===== src/rtl/piso_serializer_if.sv =====
// Load handshake and serial output bundle for piso_serializer.
// master = word producer / serial consumer side, slave = the serializer itself.
interface piso_serializer_if #(
    parameter int WIDTH = 8
);
    logic             load_valid;
    logic             load_ready;
    logic [WIDTH-1:0] din;
    logic             sout;
    logic             sout_valid;
    logic             frame_done;

    modport master (
        output load_valid, din,
        input  load_ready, sout, sout_valid, frame_done
    );

    modport slave (
        input  load_valid, din,
        output load_ready, sout, sout_valid, frame_done
    );
endinterface


===== src/rtl/piso_serializer.sv =====
// Parallel-in/serial-out transmitter, MSB first, with optional even-parity bit (PARITY_EN).
// Latency: first bit on the cycle after the load edge; frame_done the cycle after the last bit.
// Backpressure: load_ready only in IDLE; load_valid at other times is dropped, not queued.
module piso_serializer #(
    parameter int WIDTH = 8
) (
    input  logic             clk,
    input  logic             reset_n,
    piso_serializer_if.slave bus
);
`ifdef PARITY_EN
    localparam int FRAME = WIDTH + 1;
`else
    localparam int FRAME = WIDTH;
`endif
    localparam int CNT_W = $clog2(WIDTH + 1);
    localparam logic [CNT_W-1:0] LAST_CNT = CNT_W'(FRAME - 1);

    typedef enum logic [1:0] {IDLE, SHIFT, DONE} state_t;

    state_t           state_q, state_d;
    // Holds only the bits not yet presented; the MSB goes straight to sout at load.
    logic [WIDTH-2:0] rest_q, rest_d;
    logic [CNT_W-1:0] cnt_q, cnt_d;
    logic             sout_q, sout_d;
    logic             sout_valid_q, sout_valid_d;
    logic             frame_done_q, frame_done_d;
    logic             next_bit;
`ifdef PARITY_EN
    logic             parity_q, parity_d;

    assign next_bit = (cnt_q == CNT_W'(WIDTH - 1)) ? parity_q : rest_q[WIDTH-2];
`else
    assign next_bit = rest_q[WIDTH-2];
`endif

    always_ff @(posedge clk or negedge reset_n) begin
        if (!reset_n) begin
            state_q      <= IDLE;
            rest_q       <= '0;
            cnt_q        <= '0;
            sout_q       <= 1'b0;
            sout_valid_q <= 1'b0;
            frame_done_q <= 1'b0;
`ifdef PARITY_EN
            parity_q     <= 1'b0;
`endif
        end else begin
            state_q      <= state_d;
            rest_q       <= rest_d;
            cnt_q        <= cnt_d;
            sout_q       <= sout_d;
            sout_valid_q <= sout_valid_d;
            frame_done_q <= frame_done_d;
`ifdef PARITY_EN
            parity_q     <= parity_d;
`endif
        end
    end

    always_comb begin
        state_d      = state_q;
        rest_d       = rest_q;
        cnt_d        = cnt_q;
        sout_d       = 1'b0;
        sout_valid_d = 1'b0;
        frame_done_d = 1'b0;
`ifdef PARITY_EN
        parity_d     = parity_q;
`endif
        case (state_q)
            IDLE: begin
                if (bus.load_valid) begin
                    state_d      = SHIFT;
                    rest_d       = bus.din[WIDTH-2:0];
                    cnt_d        = '0;
                    sout_d       = bus.din[WIDTH-1];
                    sout_valid_d = 1'b1;
`ifdef PARITY_EN
                    parity_d     = ^bus.din;
`endif
                end
            end
            SHIFT: begin
                if (cnt_q == LAST_CNT) begin
                    state_d      = DONE;
                    frame_done_d = 1'b1;
                end else begin
                    rest_d       = rest_q << 1;
                    cnt_d        = cnt_q + CNT_W'(1);
                    sout_d       = next_bit;
                    sout_valid_d = 1'b1;
                end
            end
            DONE:    state_d = IDLE;
            default: state_d = IDLE;
        endcase
    end

    assign bus.load_ready = (state_q == IDLE);
    assign bus.sout       = sout_q;
    assign bus.sout_valid = sout_valid_q;
    assign bus.frame_done = frame_done_q;
endmodule

===== src/flat_wrapper.sv =====
// flat-port wrapper written by rule: the top's interface ports become plain ports
module piso_serializer_flat 
#(
    parameter int WIDTH = 8
)
  (clk, reset_n, bus_load_valid, bus_din, bus_load_ready, bus_sout, bus_sout_valid, bus_frame_done);
  piso_serializer_if #(.WIDTH(WIDTH)) bus_i ();
  input  logic clk;
  input  logic reset_n;
  input wire logic [$bits(bus_i.load_valid)-1:0] bus_load_valid;
  input wire logic [$bits(bus_i.din)-1:0] bus_din;
  output wire logic [$bits(bus_i.load_ready)-1:0] bus_load_ready;
  output wire logic [$bits(bus_i.sout)-1:0] bus_sout;
  output wire logic [$bits(bus_i.sout_valid)-1:0] bus_sout_valid;
  output wire logic [$bits(bus_i.frame_done)-1:0] bus_frame_done;
  assign bus_i.load_valid = bus_load_valid;
  assign bus_i.din = bus_din;
  assign bus_load_ready = bus_i.load_ready;
  assign bus_sout = bus_i.sout;
  assign bus_sout_valid = bus_i.sout_valid;
  assign bus_frame_done = bus_i.frame_done;
  piso_serializer #(.WIDTH(WIDTH)) u_core (.clk(clk), .reset_n(reset_n), .bus(bus_i));
endmodule

===== config.mk =====
export PLATFORM = sky130hd
export DESIGN_NAME = piso_serializer_flat
export DESIGN_NICKNAME = d
export VERILOG_FILES = /design/src/rtl/piso_serializer_if.sv /design/src/rtl/piso_serializer.sv /design/src/flat_wrapper.sv
export SDC_FILE = /design/constraint.sdc
export NUM_CORES = 1
export LEC_CHECK = 0
export CORE_MARGIN = 3
export CORE_UTILIZATION = 49
export CTS_CLUSTER_SIZE = 8
export DETAILED_ROUTE_END_ITERATION = 8
export GPL_TIMING_DRIVEN = 0
export HOLD_SLACK_MARGIN = 0.03
export PLACE_DENSITY = 0.84
export SLEW_MARGIN = 20
export SYNTH_ARGS = -nofsm -noshare
export SYNTH_HDL_FRONTEND = slang
export SYNTH_SLANG_ARGS = --single-unit

===== constraint.sdc =====
create_clock -name clk -period 1.7 [get_ports clk]
set_input_delay 0.51 -clock clk [delete_from_list [all_inputs] [get_ports clk]]
set_output_delay 0.51 -clock clk [all_outputs]
set_load 0.005 [all_outputs]

### Word-level counts from Yosys, hierarchy flattened

Index checks and enable logic that the tools add are counted.

* register bits after elaboration: 16
* input bits: 11
* output and inout port bits: 4

* reductions and logical operators: 4
* muxes and demuxes: 17
* add/sub/neg operators: 1
* equality and inequality tests: 5

Operators by type and width (number)
* $mux 7: 2
* $pmux 7 s2: 1
* $mux 4: 2
* $pmux 4 s2: 1
* $mux 1: 6
* $add 4x1->4 const B: 1
* $eq 4x3->1 const B: 1
* $mux 2: 2
* $ne 2x2->1 const B: 2
* $pmux 1 s2: 2
* $pmux 2 s2: 1
* $reduce_and 3->1: 1
* $eq 2x1->1 const B: 1
* $logic_not 2->1: 1
* $ne 2x1->1 const B: 1
* $reduce_and 2->1: 1
* $reduce_bool 2->1: 1

### Logic depth before layout (Yosys ltp)

* depth in word-level cells: 3
* mapped depth: 5
* gate-level depth less buffers: 4

### Worst setup path before layout

OpenSTA, ideal clock, no wires.

* path kind: reg-to-reg
* start: register u_core.cnt_q[0]
* end: register u_core.rest_q[1]
* buffers on the path: 1
* arrival: 1459 ps
* required time: 1575 ps
* stages on the path, launching flop included: 6
* setup slack: 116 ps
* path through: dfrtp_1 -> ha_1 -> and3b_1 -> a21oi_2 -> buf_6 -> mux2_4

* cells in the longest elaborated chain, start to end: 3

Ends and longest elaborated chain
* start: declaration: RTL line piso_serializer.sv:24 `logic [CNT_W-1:0] cnt_q, cnt_d;`
* start signal: assignment: RTL line piso_serializer.sv:51 `cnt_q <= cnt_d;`
* $eq 4x3->1: RTL line piso_serializer.sv:85 `if (cnt_q == LAST_CNT) begin`
* $ne 2x2->1 (no source line)
* $reduce_and 3->1 (no source line)
* end signal: assignment: RTL line piso_serializer.sv:50 `rest_q <= rest_d;`
* end: declaration: RTL line piso_serializer.sv:23 `logic [WIDTH-2:0] rest_q, rest_d;`

Every way passes these cells.
A chain may end at the register's enable or synchronous reset.

### Worst setup path after layout

* start: input bus_load_valid
* end: register u_core.rest_q[6]

* cells in the longest elaborated chain, start to end: 2

Ends and longest elaborated chain
* start: declaration: RTL line flat_wrapper.sv:10 `input wire logic [$bits(bus_i.load_valid)-1:0] bus_load_valid;`
* $ne 2x2->1 (no source line)
* $reduce_and 3->1 (no source line)

Every way passes these cells.

==> results.md <==
- Area share of and/or/nand/nor cells after synthesis: 11.20%
- Starting Density: 55.90%
- Clk buf depth: 2
- Slew margin rel.: 53.84%
- Startpoint Class: primary input
- Avg Inst Size Synth: between 10 and 15 µm²
- Seq/Total Area, Yosys: 51.20%
- Die W: 45.95 µm
- Status: finished, final reports clean
- Area of the core: 1399 µm²
- Pin count of the biggest net entering global routing: 17
- Hold depth: 1
- Drt total wl: 1483 µm
- DRC viols: 0
- Area share of fa/ha/maj cells after synthesis: 1.600%
- Die area: 2111 µm²
- Buffers added on ports: 14
- First-pass GRT wire length: 2580 µm
- Final setup TNS: 0 ns
- Syn_nets: 71
- Clk_skew: 0.002605 ns
- Synth Instances: 59
- Hold EP: u_core.bus.sout
- Dpl cell area: approximately 940 µm²
- Worst hold start: u_core.rest_q[6]
- Commonest non-fill, non-tap cell in the layout: dfrtp_1
- Vias in the first global route: 562
- Grt met1 use: 23.57%
- Critical path class: primary input to flip-flop
- Design area: 1017 µm²
- Fmax: between 0.6 and 0.7 GHz
- Netlist Area Pre-Place: 782.0 µm²
- Number of synthesis warnings: 0
- GR Util met3: under 10%
- Main combinational cell family by area after synthesis: multiplexers
- Setup violations, final: 0
- Max FO, Critical Path: 8
- I/O Pins: 15
- Critical Path Sink Type: flip-flop
- Area Overhead vs Synth: 30.08%
- CTS tree: yes
- Power Dens Cells: 1779 nW/µm²
- Post-Synth XOR/XNOR Area: 0%
- Tcrit/Tclk final: 96.47%
- Root Driver: clkbuf_4
- Most frequent cells in the layout: dfrtp_1, clkdlybuf4s50_1, mux2_4, nand3_1, buf_4
- DRT antenna net count: 0
- Period minus WS final: 1.640 ns
- Reg-to-reg slack, setup: 0.08 ns
- Drt via density: 5.563
- Critical R2R Capture: u_core.rest_q[6]
- Post-synthesis mux area share: between 20% and 30%
- Critical Path AT: 1.81 ns
- Ratio of cells with drive above 1 in the final layout: about a third
- Fill cells: between 90 and 100
- Inst Count DP: 88
- Pre-antenna DRT Iters: 2
- M2 GR Usage: around 27%
- Final Slew Violations: 0
- Ant. Diodes: 0
- Total power draw: roughly 1.8 mW
- TritonCTS Buffers: 3
- Initial antenna violation count: 0
- Grt peak-use layer: met2
- Static Leak: 0.4956 nW
- Peak VDD IR: 903.2 µV
- Gpl congestion: 0.7519
- H-tree depth: 1
- Hpwl dp: 1068 µm
- Synth Area in Compound Gates: 8.640%
- Final Instance Count excl. Fillers: 96
- Post-synthesis register bit count: 16
- Clk_lat worst skew: 0.28 ns
- Rows: 13
- R2r startpoint: u_core.cnt_q[0]
- Hold_ws: ~0.52 ns
- NumNets Final: 94
- Count of cell types in the netlist: 20
- R2R depth: 5
- Die height: 45.95 µm
- Max Cap Viol: 0
- Slew @ Worst Pin: approximately 0.69 ns
- RSZ-0062 raised after global routing: no
- Worst hold path type: flip-flop to flip-flop
- Vias: 534
- Grt total ovfl: 0
- # clock sinks: 16
- Wire per inst: 15.45 µm
- Total GRT Usage: 17.71%
- WP data required: 1.87 ns
- Clock transition at the registers of the reported paths: 0.10 ns
- Initial drt markers: 12
- Final Hold Fails: 0
[Yosys cell counts]
master,count,share of area [%]
and3b_1,1,1.1
a21oi_2,1,1.1
mux2_4,12,23
dfrtp_1,16,51
o21bai_1,1,0.96
o21ai_0,2,1.3
o21a_1,1,0.96
nand3b_1,1,0.96
ha_1,1,1.6
nor2b_4,1,1.8
inv_1,3,1.4
a32o_1,1,1.3
nand2_1,1,0.48
buf_6,2,2.9
nor2_1,4,1.9
nand3_1,5,3.2
or4_1,1,0.96
nand2b_1,1,0.80
a21oi_1,3,1.9
o2bb2ai_1,1,1.1
[per-layer routing]
metal,up-vias,part of all wire (%)
met3,2,5.9
met4,0,0.61
met5,-,0
met2,11,47
li1,255,-
met1,266,46
[critical path: stages]
cell	delay, ns
clkdlybuf4s50_1	0.52
o21bai_1	0.14
a21oi_2	0.17
buf_6	0.17
mux2_4	0.30
[flip-flops by register name, summed over array words and instances (netlist names)]
signal	flops
u_core.rest_q	7
u_core.cnt_q	4
u_core.state_q	2
u_core.bus.frame_done	1
u_core.bus.sout	1
u_core.bus.sout_valid	1
[stage by stage]
step	worst slack, ns	utilization [%]
floorplan	0.1160	-
global placement	-0.2707	67.26
detailed placement	-0.2684	67.26
CTS	0.04095	72.00
global route	0.0005542	72.72
finish	0.06007	72.72
[how the worst max path moves through the flow]
stage                    startpoint                to
floorplan           u_core.cnt_q[0]  u_core.rest_q[1]
global route         bus_load_valid  u_core.rest_q[6]
global placement     bus_load_valid  u_core.rest_q[2]
finish               bus_load_valid  u_core.rest_q[6]
CTS                 u_core.cnt_q[0]  u_core.rest_q[6]
detailed placement   bus_load_valid  u_core.rest_q[6]
[where the power goes]
part / internal (mW) / leakage, nW / switching [mW]
clock network: 0.130 / 0.0210 / 0.119
registers: 0.536 / 0.198 / 0.102
logic: 0.575 / 0.277 / 0.347
total: 1.24 / 0.496 / 0.568
[cell families (layout without fill, tap and decap cells)]
group | after synthesis | after routing
DFF | 16 | 16
adders and majority gates | 1 | 1
and+or+nand+nor | 15 | 15
buffers and inverters | 5 | 27
AOI/OAI and AO/OA | 10 | 10
muxes | 12 | 12
[area by class of cell]
| cell class | instances | area, µm² | area share, % |
|---|---|---|---|
| Buffer | 2 | 22.52 | 2.214 |
| Clock buffer | 4 | 36.28 | 3.567 |
| Inverter | 3 | 11.26 | 1.107 |
| Multi-Input combinational cell | 38 | 357.8 | 35.18 |
| Sequential cell | 16 | 401.6 | 39.48 |
| Tap cell | 15 | 18.77 | 1.845 |
| Timing Repair Buffer | 18 | 168.9 | 16.61 |
[what timing repair did]
| action | in CTS | in global routing |
|---|---|---|
| endpoints found under the hold margin | 0 | 0 |
| hold buffers | 0 | 0 |
| resized for setup | 4 | 1 |
| endpoints found under the setup margin | 6 | 5 |
| setup buffers | 3 | 1 |
| pin swaps | 1 | 1 |
Note: power is estimated with default switching activity, not from simulation.
